### src/rtl/regfile_wb_ctrl_pkg.sv
// Shared constants for the register-file writeback controller.
//   - requester index constants (LSU / ALU / debug)
//   - register address width, register count, default data width
//   - helper for the width of a requester index
package regfile_wb_ctrl_pkg;

  // Requester slot assignment on the writeback bus
  localparam int unsigned REQ_LSU  = 0;
  localparam int unsigned REQ_ALU  = 1;
  localparam int unsigned REQ_DBG  = 2;

  // Default bus geometry
  localparam int unsigned NREQ_DEF = 3;
  localparam int unsigned XLEN_DEF = 32;

  // Architectural register file
  localparam int unsigned REG_AW   = 5;
  localparam int unsigned NUM_REGS = 32;

  // Width of an index into n requesters; never zero so the index register exists
  function automatic int unsigned idx_width(input int unsigned n);
    return (n > 1) ? $clog2(n) : 1;
  endfunction

endpackage : regfile_wb_ctrl_pkg

### src/rtl/regfile_wb_ctrl_if.sv
// Writeback request bus between the requesters (LSU, ALU, debug) and the
// writeback controller.
//   req_valid_i  [NREQ]         request valid, one bit per requester
//   req_ready_o  [NREQ]         grant, one-hot or zero, combinational
//   req_rd_i     [NREQ*5]       destination register, requester i at [5i+4:5i]
//   req_data_i   [NREQ*XLEN]    write data, requester i at [XLEN*i +: XLEN]
// master: requester side; slave: controller side.
interface regfile_wb_ctrl_if
  import regfile_wb_ctrl_pkg::*;
#(
  parameter int unsigned NREQ = NREQ_DEF,
  parameter int unsigned XLEN = XLEN_DEF
) ();

  logic [NREQ-1:0]        req_valid_i;
  logic [NREQ-1:0]        req_ready_o;
  logic [NREQ*REG_AW-1:0] req_rd_i;
  logic [NREQ*XLEN-1:0]   req_data_i;

  modport master (
    output req_valid_i,
    output req_rd_i,
    output req_data_i,
    input  req_ready_o
  );

  modport slave (
    input  req_valid_i,
    input  req_rd_i,
    input  req_data_i,
    output req_ready_o
  );

endinterface : regfile_wb_ctrl_if

### src/rtl/regfile_wb_ctrl_rr_arbiter.sv
// Purely combinational round-robin picker.
//   req        [NREQ]   request vector
//   last_grant [IDX_W]  index of the most recently accepted requester
//   grant      [NREQ]   one-hot grant (zero when no request)
// The search starts at (last_grant + 1) mod NREQ and wraps around.
module rr_arbiter
  import regfile_wb_ctrl_pkg::*;
#(
  parameter int unsigned NREQ  = NREQ_DEF,
  parameter int unsigned IDX_W = idx_width(NREQ)
) (
  input  logic [NREQ-1:0]  req,
  input  logic [IDX_W-1:0] last_grant,
  output logic [NREQ-1:0]  grant
);

  int unsigned start_idx;
  int unsigned cand_idx;
  logic        found;

  // Walk offsets 1..NREQ from last_grant; first requesting slot wins
  always_comb begin
    grant     = '0;
    found     = 1'b0;
    cand_idx  = 0;
    start_idx = 32'(last_grant);
    for (int unsigned k = 1; k <= NREQ; k++) begin
      cand_idx = start_idx + k;
      if (cand_idx >= NREQ) begin
        cand_idx = cand_idx - NREQ;
      end
      // Constant-index scan keeps every select statically bounded
      for (int unsigned i = 0; i < NREQ; i++) begin
        if (!found && (cand_idx == i) && req[i]) begin
          grant[i] = 1'b1;
          found    = 1'b1;
        end
      end
    end
  end

endmodule : rr_arbiter

### src/rtl/regfile_wb_ctrl.sv
// Register-file writeback controller with pending-write scoreboard.
// Ports:
//   clk, rst_n            clock, asynchronous active-low reset
//   wb (slave)            writeback request bus (valid/ready/rd/data per requester)
//   alloc_valid_i/rd_i    issue marks a destination register pending
//   flush_i               drop all pending marks
//   rs1/rs2_addr_i        source registers to check
//   rs1/rs2_busy_o        source has a pending write (combinational)
//   reg_write_o           register-file write enable (registered)
//   rd_addr_o             register-file write address (registered)
//   write_data_o          register-file write data (registered)
//   alloc_err_o           one-cycle pulse: allocation to an already-busy register
module regfile_wb_ctrl
  import regfile_wb_ctrl_pkg::*;
#(
  parameter int unsigned NREQ = NREQ_DEF,
  parameter int unsigned XLEN = XLEN_DEF
) (
  input  logic              clk,
  input  logic              rst_n,
  regfile_wb_ctrl_if.slave  wb,
  input  logic              alloc_valid_i,
  input  logic [REG_AW-1:0] alloc_rd_i,
  input  logic              flush_i,
  input  logic [REG_AW-1:0] rs1_addr_i,
  input  logic [REG_AW-1:0] rs2_addr_i,
  output logic              rs1_busy_o,
  output logic              rs2_busy_o,
  output logic              reg_write_o,
  output logic [REG_AW-1:0] rd_addr_o,
  output logic [XLEN-1:0]   write_data_o,
  output logic              alloc_err_o
);

  localparam int unsigned IDX_W = idx_width(NREQ);

  logic [NREQ-1:0]     grant;
  logic [IDX_W-1:0]    last_grant_q;
  logic                accept;
  logic [IDX_W-1:0]    sel_idx;
  logic [REG_AW-1:0]   sel_rd;
  logic [XLEN-1:0]     sel_data;

  logic [NUM_REGS-1:0] busy_q;
  logic [NUM_REGS-1:0] busy_nxt;
  logic                alloc_hit;
  logic                alloc_clearing;
  logic                alloc_err_nxt;

  // Round-robin grant selection
  rr_arbiter #(
    .NREQ  (NREQ),
    .IDX_W (IDX_W)
  ) u_rr_arbiter (
    .req        (wb.req_valid_i),
    .last_grant (last_grant_q),
    .grant      (grant)
  );

  // Grant only ever lands on a valid bit, so any grant is an acceptance
  assign wb.req_ready_o = grant;
  assign accept         = |grant;

  // Mux the granted requester's rd/data onto the write path
  always_comb begin
    sel_idx  = '0;
    sel_rd   = '0;
    sel_data = '0;
    for (int unsigned i = 0; i < NREQ; i++) begin
      if (grant[i]) begin
        sel_idx  = IDX_W'(i);
        sel_rd   = wb.req_rd_i[REG_AW*i +: REG_AW];
        sel_data = wb.req_data_i[XLEN*i +: XLEN];
      end
    end
  end

  // Arbiter pointer only moves on an accepted request
  always_ff @(posedge clk or negedge rst_n) begin
    if (!rst_n) begin
      last_grant_q <= IDX_W'(NREQ - 1);
    end else if (accept) begin
      last_grant_q <= sel_idx;
    end
  end

  // Output stage: address/data follow every acceptance, x0 writes are suppressed
  always_ff @(posedge clk or negedge rst_n) begin
    if (!rst_n) begin
      reg_write_o  <= 1'b0;
      rd_addr_o    <= '0;
      write_data_o <= '0;
    end else begin
      reg_write_o <= accept && (sel_rd != '0);
      if (accept) begin
        rd_addr_o    <= sel_rd;
        write_data_o <= sel_data;
      end
    end
  end

  assign alloc_hit      = alloc_valid_i && (alloc_rd_i != '0);
  assign alloc_clearing = reg_write_o && (rd_addr_o == alloc_rd_i);

  // Scoreboard next state: commit clears, alloc sets over it, flush beats both
  always_comb begin
    busy_nxt = busy_q;
    if (reg_write_o) begin
      busy_nxt[rd_addr_o] = 1'b0;
    end
    if (alloc_hit) begin
      busy_nxt[alloc_rd_i] = 1'b1;
    end
    if (flush_i) begin
      busy_nxt = '0;
    end
    busy_nxt[0] = 1'b0;
  end

  // Double allocation: bit already set and not being released on this edge
  assign alloc_err_nxt = alloc_hit && busy_q[alloc_rd_i] && !alloc_clearing && !flush_i;

  always_ff @(posedge clk or negedge rst_n) begin
    if (!rst_n) begin
      busy_q      <= '0;
      alloc_err_o <= 1'b0;
    end else begin
      busy_q      <= busy_nxt;
      alloc_err_o <= alloc_err_nxt;
    end
  end

  // Hazard lookup; x0 reads zero because busy_q[0] never sets
  assign rs1_busy_o = busy_q[rs1_addr_i];
  assign rs2_busy_o = busy_q[rs2_addr_i];

endmodule : regfile_wb_ctrl

### src/flat_wrapper.sv
// flat-port wrapper written by rule: the top's interface ports become plain ports
module regfile_wb_ctrl_flat import regfile_wb_ctrl_pkg::*;
#(
  parameter int unsigned NREQ = NREQ_DEF,
  parameter int unsigned XLEN = XLEN_DEF
)
  (clk, rst_n, alloc_valid_i, alloc_rd_i, flush_i, rs1_addr_i, rs2_addr_i, rs1_busy_o, rs2_busy_o, reg_write_o, rd_addr_o, write_data_o, alloc_err_o, wb_req_valid_i, wb_req_rd_i, wb_req_data_i, wb_req_ready_o);
  regfile_wb_ctrl_if #(.NREQ(NREQ), .XLEN(XLEN)) wb_i ();
  input  logic clk;
  input  logic rst_n;
  input  logic alloc_valid_i;
  input  logic [REG_AW-1:0] alloc_rd_i;
  input  logic flush_i;
  input  logic [REG_AW-1:0] rs1_addr_i;
  input  logic [REG_AW-1:0] rs2_addr_i;
  output logic rs1_busy_o;
  output logic rs2_busy_o;
  output logic reg_write_o;
  output logic [REG_AW-1:0] rd_addr_o;
  output logic [XLEN-1:0] write_data_o;
  output logic alloc_err_o;
  input wire logic [$bits(wb_i.req_valid_i)-1:0] wb_req_valid_i;
  input wire logic [$bits(wb_i.req_rd_i)-1:0] wb_req_rd_i;
  input wire logic [$bits(wb_i.req_data_i)-1:0] wb_req_data_i;
  output wire logic [$bits(wb_i.req_ready_o)-1:0] wb_req_ready_o;
  assign wb_i.req_valid_i = wb_req_valid_i;
  assign wb_i.req_rd_i = wb_req_rd_i;
  assign wb_i.req_data_i = wb_req_data_i;
  assign wb_req_ready_o = wb_i.req_ready_o;
  regfile_wb_ctrl #(.NREQ(NREQ), .XLEN(XLEN)) u_core (.clk(clk), .rst_n(rst_n), .wb(wb_i), .alloc_valid_i(alloc_valid_i), .alloc_rd_i(alloc_rd_i), .flush_i(flush_i), .rs1_addr_i(rs1_addr_i), .rs2_addr_i(rs2_addr_i), .rs1_busy_o(rs1_busy_o), .rs2_busy_o(rs2_busy_o), .reg_write_o(reg_write_o), .rd_addr_o(rd_addr_o), .write_data_o(write_data_o), .alloc_err_o(alloc_err_o));
endmodule
### config.mk
export PLATFORM = sky130hd
export DESIGN_NAME = regfile_wb_ctrl_flat
export DESIGN_NICKNAME = d
export VERILOG_FILES = /design/src/rtl/regfile_wb_ctrl_pkg.sv /design/src/rtl/regfile_wb_ctrl_if.sv /design/src/rtl/regfile_wb_ctrl_rr_arbiter.sv /design/src/rtl/regfile_wb_ctrl.sv /design/src/flat_wrapper.sv
export SDC_FILE = /design/constraint.sdc
export NUM_CORES = 1
export LEC_CHECK = 0
export CAP_MARGIN = 5
export CORE_MARGIN = 4
export CORE_UTILIZATION = 46
export CTS_BUF_LIST = sky130_fd_sc_hd__clkbuf_8
export DETAILED_ROUTE_END_ITERATION = 6
export GPL_ROUTABILITY_DRIVEN = 0
export MAX_ROUTING_LAYER = met4
export PLACE_DENSITY = 0.84
export SYNTH_ARGS = -nofsm -noshare
export SYNTH_HDL_FRONTEND = slang
export SYNTH_SLANG_ARGS = --single-unit
### constraint.sdc
create_clock -name clk -period 2.95 [get_ports clk]
set_input_delay 0.59 -clock clk [delete_from_list [all_inputs] [get_ports clk]]
set_output_delay 0.59 -clock clk [all_outputs]
set_load 0.02 [all_outputs]
==> reports/results.txt, run 1 <==
The run finished with clean final reports. The synthesized instance count is 494. In this design, the critical path's most frequently occurring cell is mux4_2.

In this run, CTS created clock tree buffers numbering 9. The highest layer touched by signal routing is met4. The final-report max-slew violation count is 0. The tools report the final design area excluding fillers as 6750 sq um. At the pin with the least slew margin, the transition time is 0.577 ns. The number of H-tree levels was 3.

Leaving out filler cells and counting taps, the final layout contains 796. By startpoint and endpoint, the worst setup path is classified as input port to primary output. The analysis attributes to cell leakage a power of 0.00263 uW. For the worst setup path, the data arrival time is 2.29 ns.

Summed over all nets, the half-perimeter wirelength after detailed placement is 12.4 mm. Fill cells in the final layout number 789. In the detailed route, the total length drawn on met2 is 8.15 mm.

Data required time of the critical path: 2.36 ns. The run gives 38.8% as the register area share after synthesis. The post-synthesis async set-or-reset flop share was 100%; the total power per unit cell area was 813 nW/um^2.

For this run, the top clock speed supported by timing is 347 MHz. The number of global-route vias before repair is 4882, and the clock network latency to the later pin of the worst-skew pair is 0.34 ns. The post-synthesis register bit count was 72; the number of remaining DRC errors was 0. The fraction of the cycle the final worst path needs is 97.6%.

The total count of hold-check failures in the final report is 0. Global routing used 28.4% of the available tracks. The first detailed-routing pass took 5 iterations. Aggregate global routing overflow: 0.

Layout-stage area growth over the synthesis result: 45.2%. Count of buffers inserted at the top-level ports: 176. The first routing iteration left 376 violations. Wires add up to 16.2 mm.

The initial utilization of the core area, before any placement, comes to 47.3%. For the die area, the log shows 11800 sq um. The total number of placement rows came out at 36. The number of synthesized flops with an enable pin is 0. Yosys mapped the design onto 46 distinct sky130hd cell types. The tools report the worst slew slack as a fraction of its limit as 61.4%. The leading register cell type out of synthesis was dfrtp_1.

For this design the top-level I/O count stands at 177. Cell internal power was estimated by the tool at 3130 uW. Counting every net in the synthesized netlist gives 630. The deepest clock path buffer count came out at 2. Entering global routing, the biggest net connects 75 pins. Before CTS, the worst setup slack after placement is -0.676 ns.

The worst hold path belongs to the class input port to asynchronous set/reset pin. The CTS clock-pin slew for the worst setup and hold paths is 0.08 ns. The kind of launch point of the worst setup path was an input port. Hold is met by 0.146 ns.

The run gives 0.18 ns as the register-to-register setup slack. Of the total power, the share spent switching nets is 43.0%. Setup repair after global routing left no endpoint under its margin. The met1 layer wirelength in the final routing was 6.03 mm; the warning count from the yosys run was 0.

The post-route netlist has 16.1% of its cells at a drive strength greater than 1. The per-instance average area after synthesis came out at 9.41 sq um. The number of antenna cells inserted is 0. TritonCTS built the clock tree. The share of power burned in the clock network is 13.8%. Per report_power, the combinational group accounts for 58.4% of the total. The die is 109 microns wide.

The post-detailed-placement cell area is 6560 sq um, and the final setup slack of the worst path is 0.0712 ns. The sequential cell fraction of total power was 27.8%; the area of the core was 9820 sq um. On the worst path, the slowest cell contributes a delay of 0.53 ns. The first-pass GRT wire length is 25.3 mm, and the die height is 109 microns. Max-cap violations in this run came to 0. The number of vias per cell after detailed routing was 5.97; the number of placed instances, taps included was 779. The power dissipated by switching net loads is 2360 uW, and the count of nets left with antenna violations after detail routing is 0.

Setup violations remaining at the end of the flow were counted as 0. Counting every sink on the clock net gives 72. Type of element capturing the critical path: a primary output.

Dividing the detail-routed wire length by the instance count gives 20.4 microns. Between clock sinks in the finished design, the worst skew comes to 0.0122 ns. Slowest cell on the critical path: mux4_2. The clock period could shrink to 2.88 ns.

Of all nets on the critical path, the largest fanout is 3. The number of vias after detailed routing was 4754. The cell sitting at the root of the clock tree is a clkbuf_8. VDD sags by at most 0.000592 V. In the detailed route, the total length drawn on met3 is 1.49 mm. The final layout contains 795 nets.

The number of antenna violations at the first check in global routing was 0. Walking the worst path, the cells encountered are clkdlybuf4s15_1, mux4_2, mux4_2, mux2_2, buf_4. The summed instance area of the synthesized netlist is 4650 sq um.
-- flip-flops by register name (all words and copies together), names as in the netlist --
name	flops
u_core.alloc_err_o	1
u_core.busy_q	31
u_core.last_grant_q	2
u_core.rd_addr_o	5
u_core.reg_write_o	1
u_core.write_data_o	32
-- worst paths after layout --
check | to | cells after the start | from
max in group asynchronous | u_core.write_data_o[20]$_DFFE_PN0P_ | 2 | rst_n
min in group clk | u_core.last_grant_q[1]$_DFFE_PN1P_ | 2 | u_core.last_grant_q[1]$_DFFE_PN1P_
max reg2reg | u_core.write_data_o[3]$_DFFE_PN0P_ | 9 | u_core.last_grant_q[1]$_DFFE_PN1P_
max | rs2_busy_o | 5 | rs2_addr_i[1]
min reg2reg | u_core.last_grant_q[1]$_DFFE_PN1P_ | 2 | u_core.last_grant_q[1]$_DFFE_PN1P_
min | u_core.busy_q[1]$_DFF_PN0_ | 1 | rst_n
-- power groups by stage --
stage	Sequential, uW	Combinational, uW	Clock (uW)
floorplan	1760	1690	0
global placement	1530	3110	0
detailed placement	1530	3210	0
CTS	1520	3190	770
global route	1560	3450	816
finish	1530	3210	757
-- metrics by stage --
stage | utilization [%] | power, uW | setup TNS, ns
after floorplan | - | 3450 | 0
after global placement | 66.8 | 4640 | -1.28
after detailed placement | 66.8 | 4730 | -1.48
after CTS | 68.7 | 5480 | 0
after global routing | 68.7 | 5830 | 0
final | 68.7 | 5490 | 0
-- cells in the mapped netlist (2+ instances only) --
cell / count / area, sq um
ha_1: 3 / 37.5
inv_1: 20 / 75.1
nand3_1: 13 / 65.1
a21oi_1: 5 / 25.0
mux4_2: 25 / 563
and2_1: 2 / 12.5
a311oi_1: 3 / 26.3
o22ai_1: 5 / 31.3
buf_4: 3 / 22.5
o21ai_0: 88 / 440
o211ai_1: 3 / 22.5
mux2_2: 5 / 56.3
xor2_1: 4 / 35.0
nor2_1: 40 / 150
buf_2: 19 / 95.1
nand2b_1: 3 / 18.8
nor2b_1: 20 / 125
nand4_1: 2 / 12.5
nand2_1: 34 / 128
or3b_2: 2 / 17.5
buf_1: 2 / 7.51
and3_1: 2 / 12.5
nor4_1: 2 / 12.5
nor3_1: 36 / 180
nand3b_1: 15 / 113
clkbuf_1: 17 / 63.8
o221a_2: 32 / 360
dfrtp_1: 71 / 1780
-- cell type report --
type | instances | area (sq um) | share of cell area, %
multi-input combinational | 361 | 2600 | 38.5
timing repair buffer | 195 | 1920 | 28.4
sequential | 72 | 1800 | 26.7
tap | 133 | 166 | 2.47
clock buffer | 10 | 138 | 2.04
inverter | 20 | 75.1 | 1.11
clock inverter | 5 | 48.8 | 0.723
-- layout by cell type (no fill, tap or decap), types with 4 or more instances in the layout --
cell type | Yosys | layout
a21oi_1 | 5 | 5
buf_4 | 3 | 16
clkbuf_8 | 0 | 11
clkdlybuf4s50_1 | 0 | 166
dfrtp_1 | 71 | 71
inv_1 | 20 | 21
mux2_2 | 5 | 5
mux4_2 | 25 | 25
nand2_1 | 34 | 34
nand3_1 | 13 | 13
nand3b_1 | 15 | 15
nor2_1 | 40 | 40
nor2b_1 | 20 | 20
nor3_1 | 36 | 36
o21ai_0 | 88 | 87
o221a_2 | 32 | 32
o22ai_1 | 5 | 5
xor2_1 | 4 | 4
-- kinds of logic (layout without fill, tap and decap cells) --
kind of cell             count (synthesis)  count (layout)  synth area share, %
XOR/XNOR                                 5               5                0.942
adder cells (fa/ha/maj)                  3               3                0.808
AO/OA/AOI/OAI                          149             149                 21.8
flip-flops                              72              72                 38.8
buffers and inverters                   61             230                 5.68
AND/OR/NAND/NOR                        174             174                 18.7
multiplexers                            30              30                 13.3
-- critical path: cells and delay by family --
kind / cells / cell delay [ns]
muxes: 3 / 1.27
buffers and inverters: 2 / 0.43
-- what timing repair did --
item | CTS | global route
cloned | 1 | 0
hold buffers | 0 | 0
setup endpoints to repair | 5 | 35
setup buffers | 0 | 1
gates resized for setup | 21 | 11
-- per-layer routing --
layer | GRT usage [%] | vias up
met2 | 47.8 | 295
li1 | - | 2164
met1 | 34.0 | 2248
met3 | 5.43 | 47
met5 | - | -
met4 | 10.6 | 0
(Power assumes the default switching activity.)
==> inputs of run 2 (changes only) <==
CTS_CLUSTER_SIZE = 8   (was not set)
==> results of run 2 <==
No change in the layout: final DEF, timing and power equal those of run 1.
